`config.mk`:
```
export PLATFORM = sky130hd
export DESIGN_NAME = math_addsub_pipe
export DESIGN_NICKNAME = d
export VERILOG_FILES = /design/src/rtl/math_addsub_pipe.sv
export SDC_FILE = /design/constraint.sdc
export NUM_CORES = 1
export LEC_CHECK = 0
export CORE_MARGIN = 10
export CORE_UTILIZATION = 55
export CTS_CLUSTER_DIAMETER = 50
export DETAILED_ROUTE_END_ITERATION = 10
export PLACE_DENSITY = 0.8
export SKIP_CTS_REPAIR_TIMING = 1
export SLEW_MARGIN = 30
export SYNTH_ARGS = -nofsm -noshare
export SYNTH_HDL_FRONTEND = slang
export SYNTH_SLANG_ARGS = --single-unit
```
`constraint.sdc`:
```
create_clock -name clk -period 4.64 [get_ports clk]
set_input_delay 1.16 -clock clk [delete_from_list [all_inputs] [get_ports clk]]
set_output_delay 1.16 -clock clk [all_outputs]
set_load 0.01 [all_outputs]
```
`src/rtl/math_addsub_pipe.sv`:
```
// Pipelined adder/subtractor. The carry chain is split into SEGMENTS registered slices;
// operands are skewed into the chain and results deskewed so each sample emerges whole.
module math_addsub_pipe #(
   parameter int WIDTH       = 48,
   parameter int SEGMENTS    = 2,
   parameter int SIGNED      = 0,
   parameter int FLOP_INPUTS = 1
) (
   input  logic             clk,
   input  logic             rst,
   input  logic             ena,
   input  logic             din_valid,
   input  logic             sub,
   input  logic [WIDTH-1:0] dina,
   input  logic [WIDTH-1:0] dinb,
   output logic [WIDTH:0]   dout,
   output logic             dout_valid,
   output logic             overflow
);

   localparam int SW = WIDTH / SEGMENTS;

   if ((SEGMENTS < 1) || (SEGMENTS > 8) || ((WIDTH % SEGMENTS) != 0)) begin : g_param_check
      $error("math_addsub_pipe: WIDTH must split evenly into 1..8 SEGMENTS");
   end

   logic [WIDTH-1:0] a_s;
   logic [WIDTH-1:0] b_s;
   logic             sub_s;
   logic             vld_s;

   if (FLOP_INPUTS != 0) begin : g_in_flop
      logic [WIDTH-1:0] a_q;
      logic [WIDTH-1:0] b_q;
      logic             sub_q;
      logic             vld_q;

      // NOTE: state registers use non-blocking assignments so every flop samples pre-edge values.
      always_ff @(posedge clk) begin
         if (rst) begin
            a_q   <= '0;
            b_q   <= '0;
            sub_q <= 1'b0;
            vld_q <= 1'b0;
         end else if (ena) begin
            a_q   <= dina;
            b_q   <= dinb;
            sub_q <= sub;
            vld_q <= din_valid;
         end
      end

      assign a_s   = a_q;
      assign b_s   = b_q;
      assign sub_s = sub_q;
      assign vld_s = vld_q;
   end else begin : g_in_comb
      assign a_s   = dina;
      assign b_s   = dinb;
      assign sub_s = sub;
      assign vld_s = din_valid;
   end

   logic [WIDTH:0] a_ext;
   logic [WIDTH:0] b_ext;

   assign a_ext = {(SIGNED != 0) & a_s[WIDTH-1], a_s};
   assign b_ext = {(SIGNED != 0) & b_s[WIDTH-1], b_s};

   logic vld_pipe_q [SEGMENTS];

   // NOTE: the skew/deskew arrays are cleared on reset like every other stage register,
   // so no stale slice can meet a fresh carry or leak into dout after a reset.
   always_ff @(posedge clk) begin
      if (rst) begin
         for (int i = 0; i < SEGMENTS; i++) vld_pipe_q[i] <= 1'b0;
      end else if (ena) begin
         vld_pipe_q[0] <= vld_s;
         for (int i = 1; i < SEGMENTS; i++) vld_pipe_q[i] <= vld_pipe_q[i-1];
      end
   end

   assign dout_valid = vld_pipe_q[SEGMENTS-1];

   // cin[k] is the carry entering stage k; it always belongs to the sample at that stage.
   logic [SEGMENTS-1:0] cin;

   for (genvar k = 0; k < SEGMENTS; k++) begin : g_stage
      localparam bit LAST = (k == SEGMENTS - 1);
      localparam int SLW  = LAST ? SW + 1 : SW;
      localparam int DSK  = SEGMENTS - 1 - k;

      logic [2*SLW:0] skew_in;
      logic [2*SLW:0] skew_tap;
      logic           sub_k;
      logic [SLW-1:0] a_k;
      logic [SLW-1:0] b_k;
      logic [SLW-1:0] b_eff;
      logic [SLW-1:0] res_d;
      logic [SLW-1:0] res_q [DSK+1];

      assign skew_in = {sub_s, a_ext[k*SW +: SLW], b_ext[k*SW +: SLW]};

      if (k == 0) begin : g_no_skew
         assign skew_tap = skew_in;
         assign cin[0]   = sub_k;
      end else begin : g_skew
         logic [2*SLW:0] skew_q [k];

         always_ff @(posedge clk) begin
            if (rst) begin
               for (int j = 0; j < k; j++) skew_q[j] <= '0;
            end else if (ena) begin
               skew_q[0] <= skew_in;
               for (int j = 1; j < k; j++) skew_q[j] <= skew_q[j-1];
            end
         end

         assign skew_tap = skew_q[k-1];
      end

      assign {sub_k, a_k, b_k} = skew_tap;
      assign b_eff             = b_k ^ {SLW{sub_k}};

      if (LAST) begin : g_top
         logic ovf_d;
         logic ovf_q;

         assign res_d = a_k + b_eff + SLW'(cin[k]);
         assign ovf_d = (SIGNED != 0) ? (res_d[SLW-1] ^ res_d[SLW-2]) : res_d[SLW-1];

         always_ff @(posedge clk) begin
            if (rst) begin
               ovf_q <= 1'b0;
            end else if (ena) begin
               ovf_q <= ovf_d;
            end
         end

         assign overflow = ovf_q;
      end else begin : g_mid
         logic cout_d;
         logic cout_q;

         assign {cout_d, res_d} = {1'b0, a_k} + {1'b0, b_eff} + (SLW+1)'(cin[k]);

         always_ff @(posedge clk) begin
            if (rst) begin
               cout_q <= 1'b0;
            end else if (ena) begin
               cout_q <= cout_d;
            end
         end

         assign cin[k+1] = cout_q;
      end

      always_ff @(posedge clk) begin
         if (rst) begin
            for (int j = 0; j <= DSK; j++) res_q[j] <= '0;
         end else if (ena) begin
            res_q[0] <= res_d;
            for (int j = 1; j <= DSK; j++) res_q[j] <= res_q[j-1];
         end
      end

      assign dout[k*SW +: SLW] = res_q[DSK];
   end

endmodule

```
==> flow_summary.json <==
{
  "regToRegSetupSlack_ns": 1.18,
  "postSynthRegisterBits": 224,
  "row_count": 51,
  "route.detailed.wl_per_inst_um": 16.87,
  "detail_route_antenna_nets": 0,
  "layout.filler_cells": 1512,
  "final_max_slew_viol_count": 0,
  "most_area_consuming_cells_after_synthesis": "sky130_fd_sc_hd__edfxtp_1, sky130_fd_sc_hd__dfxtp_1, sky130_fd_sc_hd__mux2i_1, sky130_fd_sc_hd__nor2_1, sky130_fd_sc_hd__xor2_1",
  "firstDrtPassIters": 5,
  "dpl_worst_slack_ns": 1.219,
  "drive_gt1_share_pct": 5.923,
  "drt-vias-per-instance": 5.359,
  "timing.final.crit_period_ns": 3.461,
  "hold-path-endpoint": "overflow$_SDFFE_PP0P_",
  "grt_max_degree": 63,
  "regToRegStartpoint": "g_in_flop.sub_q$_SDFFE_PP0P_",
  "avgSynthCellArea_sq_um": 10.91,
  "power.switching_fraction_pct": 25.26,
  "warning_count_from_the_yosys_run": 0,
  "slew-limit-headroom_pct": 47.48,
  "power_density_mw_per_mm2": 378.9,
  "combinationalPowerShare_pct": 15.6,
  "antenna-diode-count": 0,
  "area_growth_pct": 22.36,
  "critPathSlowestCell": "sky130_fd_sc_hd__dfxtp_1",
  "floorplan.die_area_sq_mm": 0.02597,
  "path_delay_family": "compound AO/OA/AOI/OAI gates",
  "design_area_sq_mm": 0.01341,
  "startpoint_of_the_most_critical_hold_path": "overflow$_SDFFE_PP0P_",
  "hold_crit_class": "register to register",
  "setup_violations": 0,
  "run_status": "finished clean",
  "initial_cell_density_of_the_core_pct": 56.13,
  "yosys_most_used_dff": "sky130_fd_sc_hd__edfxtp_1",
  "finalWorstSetupSlack_ns": 1.179,
  "antenna_found_initial": 0,
  "worstMarginPinSlew_ns": 0.7878,
  "critical_path_arrival_ns": 3.90,
  "p_leak_nw": 5.763,
  "globalRoute.totalOverflow": 0,
  "htreeDepth": 1,
  "most_common_library_cell_in_the_layout_ignoring_fill_and_taps": "sky130_fd_sc_hd__nor2_1",
  "cts_sinks": 224,
  "finalNetCount": 1278,
  "vdd.ir_drop.worst_uv": 280.7,
  "detail_route.drc_violations": 0,
  "max_freq_mhz": 289.0,
  "report.final.hold_viol_count": 0,
  "gr-usage-all-layers_pct": 17.97,
  "synthesis.nets": 1155,
  "place.gp.congestion": 0.9064,
  "switching_power_w": 0.001284,
  "ff2ff_path_depth": 10,
  "core_region_area_sq_mm": 0.01953,
  "worst_hold_path.num_cells": 2,
  "placed_cell_area_sq_mm": 0.01256,
  "clk_root_buffer_cell": "sky130_fd_sc_hd__clkbuf_16",
  "timing_worst_setup_path_type": "register to register",
  "seq_power_share_pct": 45.4,
  "initialDrtViolationCount": 367,
  "clock_skew_ns": 0.01591,
  "start_kind": "register",
  "number_of_global_route_vias_before_repair": 7741,
  "cp_common_cell": "sky130_fd_sc_hd__a21oi_1",
  "layout_common_cells": "sky130_fd_sc_hd__nor2_1, sky130_fd_sc_hd__clkdlybuf4s50_1, sky130_fd_sc_hd__edfxtp_1",
  "ffs_w_async_s_r_synth_pct": 0,
  "worstPathCellList": "xor2_1, inv_1, fa_1, nand2b_1, a21oi_1, o2111ai_1, a31oi_1, a21oi_1, o21ai_0, nor3b_1",
  "clk_pin_slew_ns": 0.06,
  "post-dp-hpwl_mm": 17.18,
  "cts_made_buffers": 27,
  "multiInputGateArea_sq_mm": 0.004851,
  "critical_path.max_fanout": 13,
  "synth_top_area_cell": "sky130_fd_sc_hd__edfxtp_1",
  "via_total_after_detailed_routing": 7572,
  "tritoncts_clock_tree": "yes",
  "synth_area_sq_mm": 0.01096,
  "setup_tns_ns": 0,
  "cp_slowest_stage_delay_ns": 0.81,
  "worst-path-buf-inv": 1,
  "max_cap_viol_count": 0,
  "cts.path.max_buffers": 3,
  "data_required_time_at_the_worst_endpoint_ns": 5.07,
  "seq_area_frac_synth_pct": 52.24,
  "die_w_um": 161.2,
  "reg2reg_to": "g_stage[0].g_mid.cout_q$_SDFFE_PP0P_",
  "setup.worst_path.end_class": "register",
  "die_height_um": 161.2,
  "port-buffer-count": 151,
  "routed_wirelength_mm": 23.83,
  "ff_latch_area_sq_mm": 0.005725,
  "global_route_wire_length_before_repair_mm": 39.11,
  "final_min_period_over_clock_period_pct": 74.58,
  "synth_cell_type_count": 53,
  "yosysTopAreaCellShare_pct": 33.97,
  "synth_enable_flop_cells": 124,
  "rsz_0062_raised_after_global_routing": "no",
  "syn-instance-count": 1005,
  "ios": 152,
  "power.share.clock_pct": 39.0,
  "power.internal_w": 0.003798,
  "clock_latency_ns": 0.52
}
==> routing by layer <==
metal	GRT usage, %	wire [um]
met4	4.839	596
met1	23.55	10550
met2	30.19	11600
met5	0	0
met3	2.949	1087
==> sequential cells by signal, summed over array words and instances (netlist names) <==
| register | count |
|---|---|
| g_stage.g_skew.skew_q | 49 |
| g_stage.res_q | 73 |
| g_in_flop.vld_q | 1 |
| overflow | 1 |
| a_s | 48 |
| vld_pipe_q | 2 |
| g_in_flop.sub_q | 1 |
| b_s | 48 |
| g_stage.g_mid.cout_q | 1 |
==> worst reg2reg max path, stage by stage, from the launching register on <==
cell and delay (ns):
sky130_fd_sc_hd__dfxtp_1 0.81, sky130_fd_sc_hd__xor2_1 0.26, sky130_fd_sc_hd__inv_1 0.09, sky130_fd_sc_hd__fa_1 0.41
sky130_fd_sc_hd__nand2b_1 0.20, sky130_fd_sc_hd__a21oi_1 0.27, sky130_fd_sc_hd__o2111ai_1 0.28, sky130_fd_sc_hd__a31oi_1 0.41
sky130_fd_sc_hd__a21oi_1 0.19, sky130_fd_sc_hd__o21ai_0 0.27, sky130_fd_sc_hd__nor3b_1 0.20
==> area by class of cell <==
| type | instances | area share, % |
|---|---|---|
| Multi-Input combinational cell | 699 | 36.17 |
| Tap cell | 265 | 2.472 |
| Clock buffer | 33 | 5.430 |
| Timing Repair Buffer | 161 | 11.91 |
| Inverter | 15 | 0.4198 |
| Clock inverter | 16 | 0.9049 |
| Sequential cell | 224 | 42.69 |
==> cells in the mapped netlist, drive strengths merged (5+ instances only) <==
| library cell | count |
|---|---|
| mux2i | 100 |
| o21ai | 33 |
| and2 | 82 |
| and3 | 7 |
| edfxtp | 124 |
| a21o | 11 |
| nand3 | 9 |
| a21oi | 47 |
| nor2 | 161 |
| nand2 | 32 |
| dfxtp | 100 |
| nor3 | 7 |
| nor2b | 5 |
| o211ai | 5 |
| o21a | 8 |
| a211oi | 6 |
| xnor2 | 16 |
| inv | 15 |
| nand2b | 10 |
| xor2 | 67 |
| clkbuf | 32 |
| ha | 46 |
| buf | 35 |
==> how the worst max path moves through the flow <==
| stage | startpoint | to | slack, ns | depth (start not counted) |
|---|---|---|---|---|
| after global placement | g_stage[1].g_skew.skew_q[0][48]$_SDFFCE_PN0P_ | g_stage[1].res_q[0][24]$_SDFFCE_PN0P_ | 1.29 | 10 |
| final | g_in_flop.sub_q$_SDFFE_PP0P_ | g_stage[0].g_mid.cout_q$_SDFFE_PP0P_ | 1.18 | 10 |
| after global routing | g_in_flop.sub_q$_SDFFE_PP0P_ | g_stage[0].g_mid.cout_q$_SDFFE_PP0P_ | 0.89 | 10 |
| after floorplan | ena | g_stage[0].res_q[0][0]$_SDFFCE_PN0P_ | 0.71 | 3 |
| after CTS | g_stage[1].g_skew.skew_q[0][48]$_SDFFCE_PN0P_ | g_stage[1].res_q[0][20]$_SDFFCE_PN0P_ | 1.20 | 10 |
| after detailed placement | g_stage[1].g_skew.skew_q[0][48]$_SDFFCE_PN0P_ | g_stage[1].res_q[0][20]$_SDFFCE_PN0P_ | 1.22 | 10 |
==> metrics by stage <==
| stage | utilization (%) | power, W | cells | hold slack [ns] |
|---|---|---|---|---|
| global placement | 64.31 | 0.003117 | 1364 | 0.4640 |
| global route | 68.69 | 0.005295 | 1413 | 0.5118 |
| floorplan | - | 0.002855 | 1005 | 0.4515 |
| CTS | 68.66 | 0.005122 | 1413 | 0.4848 |
| finish | 68.69 | 0.005082 | 1413 | 0.4817 |
| detailed placement | 64.31 | 0.003138 | 1364 | 0.4744 |
==> power by group through the flow <==
stage	sequential [W]	clock, W	combinational (W)
final	0.00231	0.00198	0.000792
after floorplan	0.00233	0	0.000521
after detailed placement	0.00235	0	0.000786
after global placement	0.00235	0	0.000768
after global routing	0.00232	0.00210	0.000875
after CTS	0.00231	0.00202	0.000793
==> cell families after synthesis <==
group | after synthesis | share of synthesized area, %
xor gates and xnor gates | 83 | 6.632
AOI/OAI and AO/OA | 142 | 8.425
muxes | 101 | 9.269
and+or+nand+nor | 324 | 13.97
buffers and inverters | 82 | 3.664
DFF | 224 | 52.24
adders and majority gates | 49 | 5.799
Power figures use the tool's default switching activity.
